[src/rtl/uart_json_motor_tx.sv]
// uart_json_motor_tx: turns a signed left/right wheel speed pair into the ASCII
// frame {"T":<CMD_T>,"L":<num>,"R":<num>} and streams it byte by byte to a
// uart_tx over a valid/ready handshake. Magnitudes are converted to BCD by a
// serial double-dabble (one bit per cycle, both channels in parallel).
// Optional feature macro: UART_JSON_LF_EN appends a line feed after '}'.
module uart_json_motor_tx #(
    parameter int SPEED_W     = 16,
    parameter int NDIG        = 5,
    parameter int FRAC_DIGITS = 2,
    parameter int CMD_T       = 1
) (
    input  logic                      clk,
    input  logic                      rst,
    input  logic                      cmd_valid,
    output logic                      cmd_ready,
    input  logic signed [SPEED_W-1:0] speed_l,
    input  logic signed [SPEED_W-1:0] speed_r,
    output logic [7:0]                tx_data,
    output logic                      tx_valid,
    input  logic                      tx_ready,
    output logic                      busy,
    output logic                      frame_done
);

    // Frame layout as a fixed list of slots; suppressed slots (sign of a
    // positive value, leading integer zeros) are skipped when advancing.
    localparam int NI     = NDIG - FRAC_DIGITS;
    localparam int DOT    = (FRAC_DIGITS > 0) ? 1 : 0;
    localparam int NUMLEN = 1 + NI + DOT + FRAC_DIGITS;
    localparam int LB     = 11;
    localparam int MB     = LB + NUMLEN;
    localparam int RB     = MB + 5;
    localparam int CB     = RB + NUMLEN;
`ifdef UART_JSON_LF_EN
    localparam int NSLOT  = CB + 2;
`else
    localparam int NSLOT  = CB + 1;
`endif
    localparam int LAST   = NSLOT - 1;
    localparam int IW     = $clog2(NSLOT + 1);
    localparam int CW     = $clog2(SPEED_W + 1);
    localparam int BW     = 4 * NDIG;
    localparam logic [63:0] SAT_VAL = 64'(10 ** NDIG - 1);

    typedef enum logic [1:0] {IDLE, CONV, SEND} state_t;

    state_t                 state, state_next;
    logic                   last_hs;
    logic [CW-1:0]          cnt;
    logic [IW-1:0]          idx, nxt;
    logic                   found;
    logic                   neg_l, neg_r;
    logic [SPEED_W-1:0]     bin_l, bin_r;
    logic [BW-1:0]          bcd_l, bcd_r;
    logic [7:0]             slot_char [NSLOT];
    logic [NSLOT-1:0]       emit_mask;

    // |s| as unsigned (the most negative value maps cleanly), clamped to 10^NDIG-1
    function automatic logic [SPEED_W-1:0] abs_sat(input logic signed [SPEED_W-1:0] s);
        logic [SPEED_W-1:0] m;
        m = s[SPEED_W-1] ? SPEED_W'(-s) : SPEED_W'(s);
        if (64'(m) > SAT_VAL)
            abs_sat = SPEED_W'(SAT_VAL);
        else
            abs_sat = m;
    endfunction

    // double-dabble correction: add 3 to every BCD digit >= 5 before the shift
    function automatic logic [BW-1:0] dd_adj(input logic [BW-1:0] b);
        dd_adj = b;
        for (int d = 0; d < NDIG; d++)
            if (b[4*d +: 4] >= 4'd5)
                dd_adj[4*d +: 4] = b[4*d +: 4] + 4'd3;
    endfunction

    function automatic logic [7:0] pre_char(input int k);
        case (k)
            0:       pre_char = 8'h7B;
            1, 3, 7, 9: pre_char = 8'h22;
            2:       pre_char = 8'h54;
            4, 10:   pre_char = 8'h3A;
            5:       pre_char = 8'(48 + CMD_T);
            6:       pre_char = 8'h2C;
            8:       pre_char = 8'h4C;
            default: pre_char = 8'h00;
        endcase
    endfunction

    function automatic logic [7:0] mid_char(input int k);
        case (k)
            0:       mid_char = 8'h2C;
            1, 3:    mid_char = 8'h22;
            2:       mid_char = 8'h52;
            4:       mid_char = 8'h3A;
            default: mid_char = 8'h00;
        endcase
    endfunction

    // character at position j of a rendered number: sign, integer digits, '.', fraction
    function automatic logic [7:0] num_char(input logic [BW-1:0] b, input int j);
        int d;
        d = 0;
        num_char = 8'h2D;
        if (j >= 1 && j <= NI) begin
            d = NDIG - j;
            num_char = {4'h3, b[4*d +: 4]};
        end else if (DOT != 0 && j == NI + 1) begin
            num_char = 8'h2E;
        end else if (j > NI) begin
            d = NDIG + DOT - j;
            num_char = {4'h3, b[4*d +: 4]};
        end
    endfunction

    // whether position j is emitted: sign only if negative, leading zeros
    // suppressed but the last integer digit always kept
    function automatic logic num_emit(input logic neg, input logic [BW-1:0] b, input int j);
        num_emit = 1'b1;
        if (j == 0) begin
            num_emit = neg;
        end else if (j >= 1 && j < NI) begin
            num_emit = 1'b0;
            for (int k = 1; k <= NI; k++)
                if (k <= j && b[4*(NDIG-k) +: 4] != 4'd0)
                    num_emit = 1'b1;
        end
    endfunction

    // FSM state register
    always_ff @(posedge clk) begin
        if (rst)
            state <= IDLE;
        else
            state <= state_next;
    end

    // FSM next state and handshake/status outputs
    always_comb begin
        state_next = state;
        cmd_ready  = 1'b0;
        busy       = 1'b1;
        last_hs    = 1'b0;
        case (state)
            IDLE: begin
                cmd_ready = 1'b1;
                busy      = 1'b0;
                if (cmd_valid)
                    state_next = CONV;
            end
            CONV: begin
                if (cnt == CW'(SPEED_W - 1))
                    state_next = SEND;
            end
            SEND: begin
                if (tx_valid && tx_ready && idx == IW'(LAST)) begin
                    last_hs    = 1'b1;
                    state_next = IDLE;
                end
            end
            default: state_next = IDLE;
        endcase
    end

    // render every slot of the frame and mark which ones are emitted
    always_comb begin
        slot_char = '{default: 8'h00};
        emit_mask = '0;
        for (int k = 0; k < 11; k++) begin
            slot_char[k] = pre_char(k);
            emit_mask[k] = 1'b1;
        end
        for (int j = 0; j < NUMLEN; j++) begin
            slot_char[LB+j] = num_char(bcd_l, j);
            emit_mask[LB+j] = num_emit(neg_l, bcd_l, j);
            slot_char[RB+j] = num_char(bcd_r, j);
            emit_mask[RB+j] = num_emit(neg_r, bcd_r, j);
        end
        for (int k = 0; k < 5; k++) begin
            slot_char[MB+k] = mid_char(k);
            emit_mask[MB+k] = 1'b1;
        end
        slot_char[CB] = 8'h7D;
        emit_mask[CB] = 1'b1;
`ifdef UART_JSON_LF_EN
        slot_char[CB+1] = 8'h0A;
        emit_mask[CB+1] = 1'b1;
`endif
    end

    // next emitted slot; at most NI slots in a row can be suppressed
    always_comb begin
        nxt   = idx;
        found = 1'b0;
        for (int k = 1; k <= NI + 1; k++) begin
            if (!found && (int'(idx) + k) < NSLOT && emit_mask[int'(idx) + k]) begin
                nxt   = IW'(int'(idx) + k);
                found = 1'b1;
            end
        end
    end

    // control: conversion counter, byte pointer, registered tx outputs, done pulse
    always_ff @(posedge clk) begin
        if (rst) begin
            cnt        <= '0;
            idx        <= '0;
            tx_valid   <= 1'b0;
            tx_data    <= 8'h00;
            frame_done <= 1'b0;
        end else begin
            frame_done <= last_hs;
            case (state)
                IDLE: cnt <= '0;
                CONV: cnt <= cnt + 1'b1;
                SEND: begin
                    if (!tx_valid) begin
                        tx_valid <= 1'b1;
                        tx_data  <= slot_char[0];
                        idx      <= '0;
                    end else if (tx_ready) begin
                        if (last_hs) begin
                            tx_valid <= 1'b0;
                        end else begin
                            idx     <= nxt;
                            tx_data <= slot_char[nxt];
                        end
                    end
                end
                default: ;
            endcase
        end
    end

    // data: latch sign/magnitude on accept, then one double-dabble shift per CONV cycle
    always_ff @(posedge clk) begin
        if (state == IDLE && cmd_valid) begin
            neg_l <= speed_l[SPEED_W-1];
            neg_r <= speed_r[SPEED_W-1];
            bin_l <= abs_sat(speed_l);
            bin_r <= abs_sat(speed_r);
            bcd_l <= '0;
            bcd_r <= '0;
        end else if (state == CONV) begin
            bcd_l <= BW'({dd_adj(bcd_l), bin_l[SPEED_W-1]});
            bcd_r <= BW'({dd_adj(bcd_r), bin_r[SPEED_W-1]});
            bin_l <= bin_l << 1;
            bin_r <= bin_r << 1;
        end
    end

endmodule

[config.mk]
export PLATFORM = sky130hd
export DESIGN_NAME = uart_json_motor_tx
export DESIGN_NICKNAME = d
export VERILOG_FILES = /design/src/rtl/uart_json_motor_tx.sv
export SDC_FILE = /design/constraint.sdc
export NUM_CORES = 1
export LEC_CHECK = 0
export CORE_MARGIN = 2
export CORE_UTILIZATION = 55
export CTS_BUF_LIST = sky130_fd_sc_hd__clkbuf_4
export DETAILED_ROUTE_END_ITERATION = 16
export GPL_TIMING_DRIVEN = 0
export PLACE_DENSITY = 0.75
export SKIP_LAST_GASP = 1
export SLEW_MARGIN = 15
export SYNTH_ARGS = -nofsm -noshare
export SYNTH_HDL_FRONTEND = slang
export SYNTH_SLANG_ARGS = --single-unit
[constraint.sdc]
create_clock -name clk -period 4.5 [get_ports clk]
set_input_delay 0.9 -clock clk [delete_from_list [all_inputs] [get_ports clk]]
set_output_delay 0.9 -clock clk [all_outputs]
set_load 0.05 [all_outputs]
After elaboration in Yosys (flattened, before gate mapping)
Index checks and enable logic that the tools add are counted.
{"block": "word_totals", "elab_cells": 140, "reg_bits": 96, "in_bits": 36}
{"block": "classes", "n_reduce_logical": 22, "eq_ne": 9, "order_cmp": 19, "n_addsub": 17, "n_mux": 60, "bitwise_logic": 1}
{"operator": "$lt 32x6->1 const B", "count": 4}
{"operator": "$lt 32x7->1 const B", "count": 4}
{"operator": "$mux 16", "count": 6}
{"operator": "$bmux 8 s5", "count": 1}
{"operator": "$ge 4x3->1 const B", "count": 10}
{"operator": "$mux 8", "count": 5}
{"operator": "$mux 5", "count": 7}
{"operator": "$add 4x2->4 const B", "count": 8}
{"operator": "$mux 4", "count": 8}
{"operator": "$neg 16->16", "count": 2}
{"operator": "$mux 1", "count": 22}
{"operator": "$bmux 1 s5", "count": 4}
{"operator": "$reduce_bool 4->1", "count": 4}
{"operator": "$add 5x2->6 const B", "count": 2}
{"operator": "$logic_and 1x1->1", "count": 10}
{"operator": "$pmux 5 s2", "count": 1}
{"operator": "$ne 2x2->1 const B", "count": 4}
{"operator": "$add 3x2->3 const B", "count": 2}
{"operator": "$add 5x1->6 const B", "count": 1}
{"operator": "$add 5x3->6 const B", "count": 1}
{"operator": "$ge 6x6->1 const B", "count": 1}
{"operator": "$mux 2", "count": 3}
{"operator": "$mux 3", "count": 2}
{"operator": "$not 5->6", "count": 1}
{"operator": "other kinds (11)", "count": 15}

Longest topological paths before layout
{"block": "logic_depth", "depth_word": 27, "ltp_mapped": 18, "mapped_depth_nobuf": 14}

Least setup slack after synthesis
Ideal clock, no wire load.
{"block": "synth_path", "kind": "register -> register", "from": "register idx[1]", "to": "register tx_data[2]", "path_buffers": 3, "t_arrival_ns": 3.695, "synth_period_minus_slack_ns": 3.825, "path_stages_with_launch": 16, "required_time_ns": 4.370, "path_slack_ns": 0.675, "cell_sequence": "dfxtp_1 -> clkbuf_2 -> inv_1 -> ha_1 -> clkbuf_2 -> inv_1 -> or4_1 -> o21ai_1 -> nand3b_2 -> and2_1 -> buf_2 -> o311a_1 -> nand2_4 -> mux4_2 -> a2111oi_2 -> o31ai_1"}
{"block": "synth_between", "elab_chain_cells": 25, "word_cells_on_any_way": 50, "classes_between": "4 x add/sub; 4 x order compare; 2 x eq/ne; 27 x mux; 1 x bitwise; 12 x reduce/logical"}
{"item": "start, declared", "line_no": "50", "source": "logic [IW-1:0] idx, nxt;"}
{"item": "start signal, assigned", "line_no": "224", "source": "idx <= nxt;"}
{"item": "branches (longest 25 deep; another with $lt 32x6->1)"}
{"item": "end signal, assigned", "line_no": "218", "source": "tx_data <= slot_char[0];"}
{"item": "end signal, assigned", "line_no": "225", "source": "tx_data <= slot_char[nxt];"}
{"item": "end, declared", "line_no": "18", "source": "output logic [7:0] tx_data,"}
Several ways; the timed one is not identified. The select of a mux whose other input is x is not followed.
A chain may end at the register's enable or synchronous reset.

Final worst setup path
Ends and elaborated chain as after synthesis.

==> results.toml <==
[flow_run]
maxCapViolations = 0

[cts]
insertion_delay_ns = 0.49
clk_pin_slew_ns = 0.16
htreeDepth = 3
cts_sinks = 95
cts_tree = "yes"
numCtsBuffers = 9
clock_path_buffers = 2
root_buffer = "clkbuf_4"

[worst_setup_path]
critPathKind = "reg -> reg"
cp.depth = 15
crit_chain = "clkbuf_2 -> inv_1 -> ha_1 -> clkbuf_2 -> inv_1 -> or4_1 -> o21ai_1 -> nand3b_4 -> and2_1 -> buf_2 -> o311a_1 -> nand2_4 -> mux4_2 -> a2111oi_2 -> o31ai_1"
cp.buffers_inverters = 5
cp_max_fo = 10
rrSetupSlack_ns = 0.19
critical_path_required_ns = 4.89
cp-startpoint = "idx[1]$_SDFFE_PP0P_"
start_kind = "flip-flop"
r2r-end = "tx_data[2]$_SDFFE_PP0P_"
reg2reg_depth = 15
crit_arrival_ns = 4.69
cpLargestDelayFamily = "compound AO/OA/AOI/OAI gates"
crit_path_max_incr_delay_ns = 0.54
rr_startpoint = "idx[1]$_SDFFE_PP0P_"
critPathSlowestCell = "mux4_2"
worstSetupEndpoint = "tx_data[2]$_SDFFE_PP0P_"
end_kind = "flip-flop"

[power_and_ir_drop]
p_leak_nw = 2.92
power_density_nw_per_um2 = 230
p_total_mw = 1.79
peakVddDrop_mv = 0.186

[drt]
drt-pass1-iter-count = 7
wl_per_cell_um = 17.6
routed_wirelength_um = 18400
wl_met1_um = 7910
met3_wirelength_um = 1280
vias = 6464
topRoutingLayerUsed = "met4"
routed-wl-met2_um = 8590
postRouteAntennaNets = 0
vias_per_cell = 6.17
drc_errors = 0
drt-initial-drc-count = 739

[placed_design]
hpwl_um = 13800
portBuffers = 46
place_ws_ns = 0.0803
gp_congestion = 0.950

[logic_synthesis]
netlist_instances = 817
synth_fp_nets = 901
yosysWarnings = 0
ys_ff_latch = 95
seq_area_frac_synth = 0.324
ys_types = 91
syn_area_per_cell_um2 = 8.48
synth_enable_flop_cells = 34
synthFlopType = "dfxtp_1"
ys_async_sr_fraction = 0
synth_area_um2 = 6920

[floorplan]
start_util = 0.569
rows = 40
die_x_um = 116
ioPinCount = 48
dieArea_um2 = 13500
fp.dieH_um = 116
core_area_um2 = 12200

[sta]
setup-violations-final = 0
relSlewSlack = 0.494
grt_setup_unrepaired = "yes"
clock.fmax_mhz = 232
hold_viol = 0
fin_crit_ns = 4.31
finalWorstSetupSlack_ns = 0.193
skew_ns = 0.0206
worstMarginPinSlew_ns = 0.758
post-route-period-util = 0.957
slew_viol_final = 0

[grt]
grt_max_degree = 33
grt_use_total = 0.282
grt_pass1_wl_um = 30000
overflow = 0
antenna_found_initial = 0
first_global_vias = 6179

[worst_hold_path]
holdCritPathClass = "reg -> reg"
min_from = "bin_r[15]$_DFFE_PP_"

[layout]
layout-drive-gt1-share = 0.0887
syn2layout_area_growth_pct = 12.3
finalNetCount = 958
antenna_cells = 0
final_cell_mix = "87 x o21ai_0, 72 x nand2_1, 59 x dfxtp_1, 55 x a21oi_1, 52 x nor2_1"
final_common_cell = "o21ai_0"

[outcome]
outcome = "complete, no violations"
power by group:
group	total, mW	internal [mW]	switching [mW]
Clock	0.532	0.220	0.312
Combinational	0.260	0.0972	0.163
Sequential	0.995	0.963	0.0325
Total	1.79	1.28	0.507
Yosys cell counts, drive strengths merged, types with 7 or more instances:
master  number  share of area
dfxtp       61           0.18
nand2       74          0.041
edfxtp      34           0.15
nand3b       7         0.0081
a31oi        9         0.0081
nor2        52          0.028
buf         24          0.022
and3         7         0.0070
inv         38          0.021
nor3        13          0.010
o31ai       15          0.016
a21oi       55          0.040
o21ai       93          0.068
o32ai        8          0.010
or3         10         0.0090
clkbuf      27          0.015
mux2i       11          0.016
ha          48          0.087
xor2        35          0.044
a21o         8         0.0087
a211oi       7         0.0083
nand3       41          0.030
xnor2       18          0.027
nand2b      23          0.021
a22oi       10          0.014
cells by family after synthesis:
family | count (synthesis) | synth area share
compound gates | 257 | 0.243
simple gates | 257 | 0.188
flops | 95 | 0.324
buf+inv | 89 | 0.0578
xor+xnor | 53 | 0.0708
fa+ha+maj | 48 | 0.0867
mux | 17 | 0.0289
other cells | 1 | 0.000542
repair_timing:
item                                    4_1_cts  5_1_grt
endpoints found under the hold margin         0        0
resized for setup                             0        7
buffers inserted                              0        0
endpoints found under the setup margin        0        6
hold buffers                                  0        0
cell type report:
type	instances	area, um2
fill	1086	4390
multi-input combinational	633	4300
sequential	95	2240
timing repair buffer	46	460
buffer	51	262
tap	168	210
inverter	38	143
clock inverter	7	87.6
clock buffer	9	67.6
per-layer routing:
metal	global-route usage	vias up
met5	0	-
met4	0.139	0
met3	0.0472	50
met2	0.464	282
met1	0.361	3044
li1	-	3088
worst register-to-register path: stages, from the launching register on:
cell and delay, ns:
dfxtp_2 0.40, clkbuf_2 0.19, inv_1 0.19, ha_1 0.33, clkbuf_2 0.20, inv_1 0.14, or4_1 0.42, o21ai_1 0.16
nand3b_4 0.18, and2_1 0.21, buf_2 0.15, o311a_1 0.40, nand2_4 0.16, mux4_2 0.54, a2111oi_2 0.41, o31ai_1 0.14
sequential cells by signal (all words and copies together), names as in the netlist:
register	count
bcd_l	20
bcd_r	20
bin_l	16
bin_r	16
tx_data	7
cnt	5
idx	5
state	2
frame_done	1
neg_l	1
neg_r	1
tx_valid	1
metrics by stage:
stage	setup TNS (ns)	hold slack (ns)	std cells	area, um2	util
floorplan	0	0.418	817	6920	-
global placement	0	0.431	1031	7590	0.624
detailed placement	0	0.449	1031	7600	0.625
CTS	0	0.485	1047	7750	0.637
global route	-0.104	0.519	1047	7770	0.639
finish	0	0.478	1047	7770	0.639
how the worst min path moves through the flow:
stage	end	slack, ns	cells past startpoint
floorplan	bcd_l[0]$_SDFFE_PP0P_	0.42	2
finish	bcd_r[0]$_SDFFE_PP0P_	0.48	2
detailed placement	bcd_r[0]$_SDFFE_PP0P_	0.45	2
global placement	bcd_r[0]$_SDFFE_PP0P_	0.43	2
CTS	bcd_r[0]$_SDFFE_PP0P_	0.48	2
global route	bcd_l[0]$_SDFFE_PP0P_	0.52	2
Note: power is estimated with default switching activity, not from simulation.
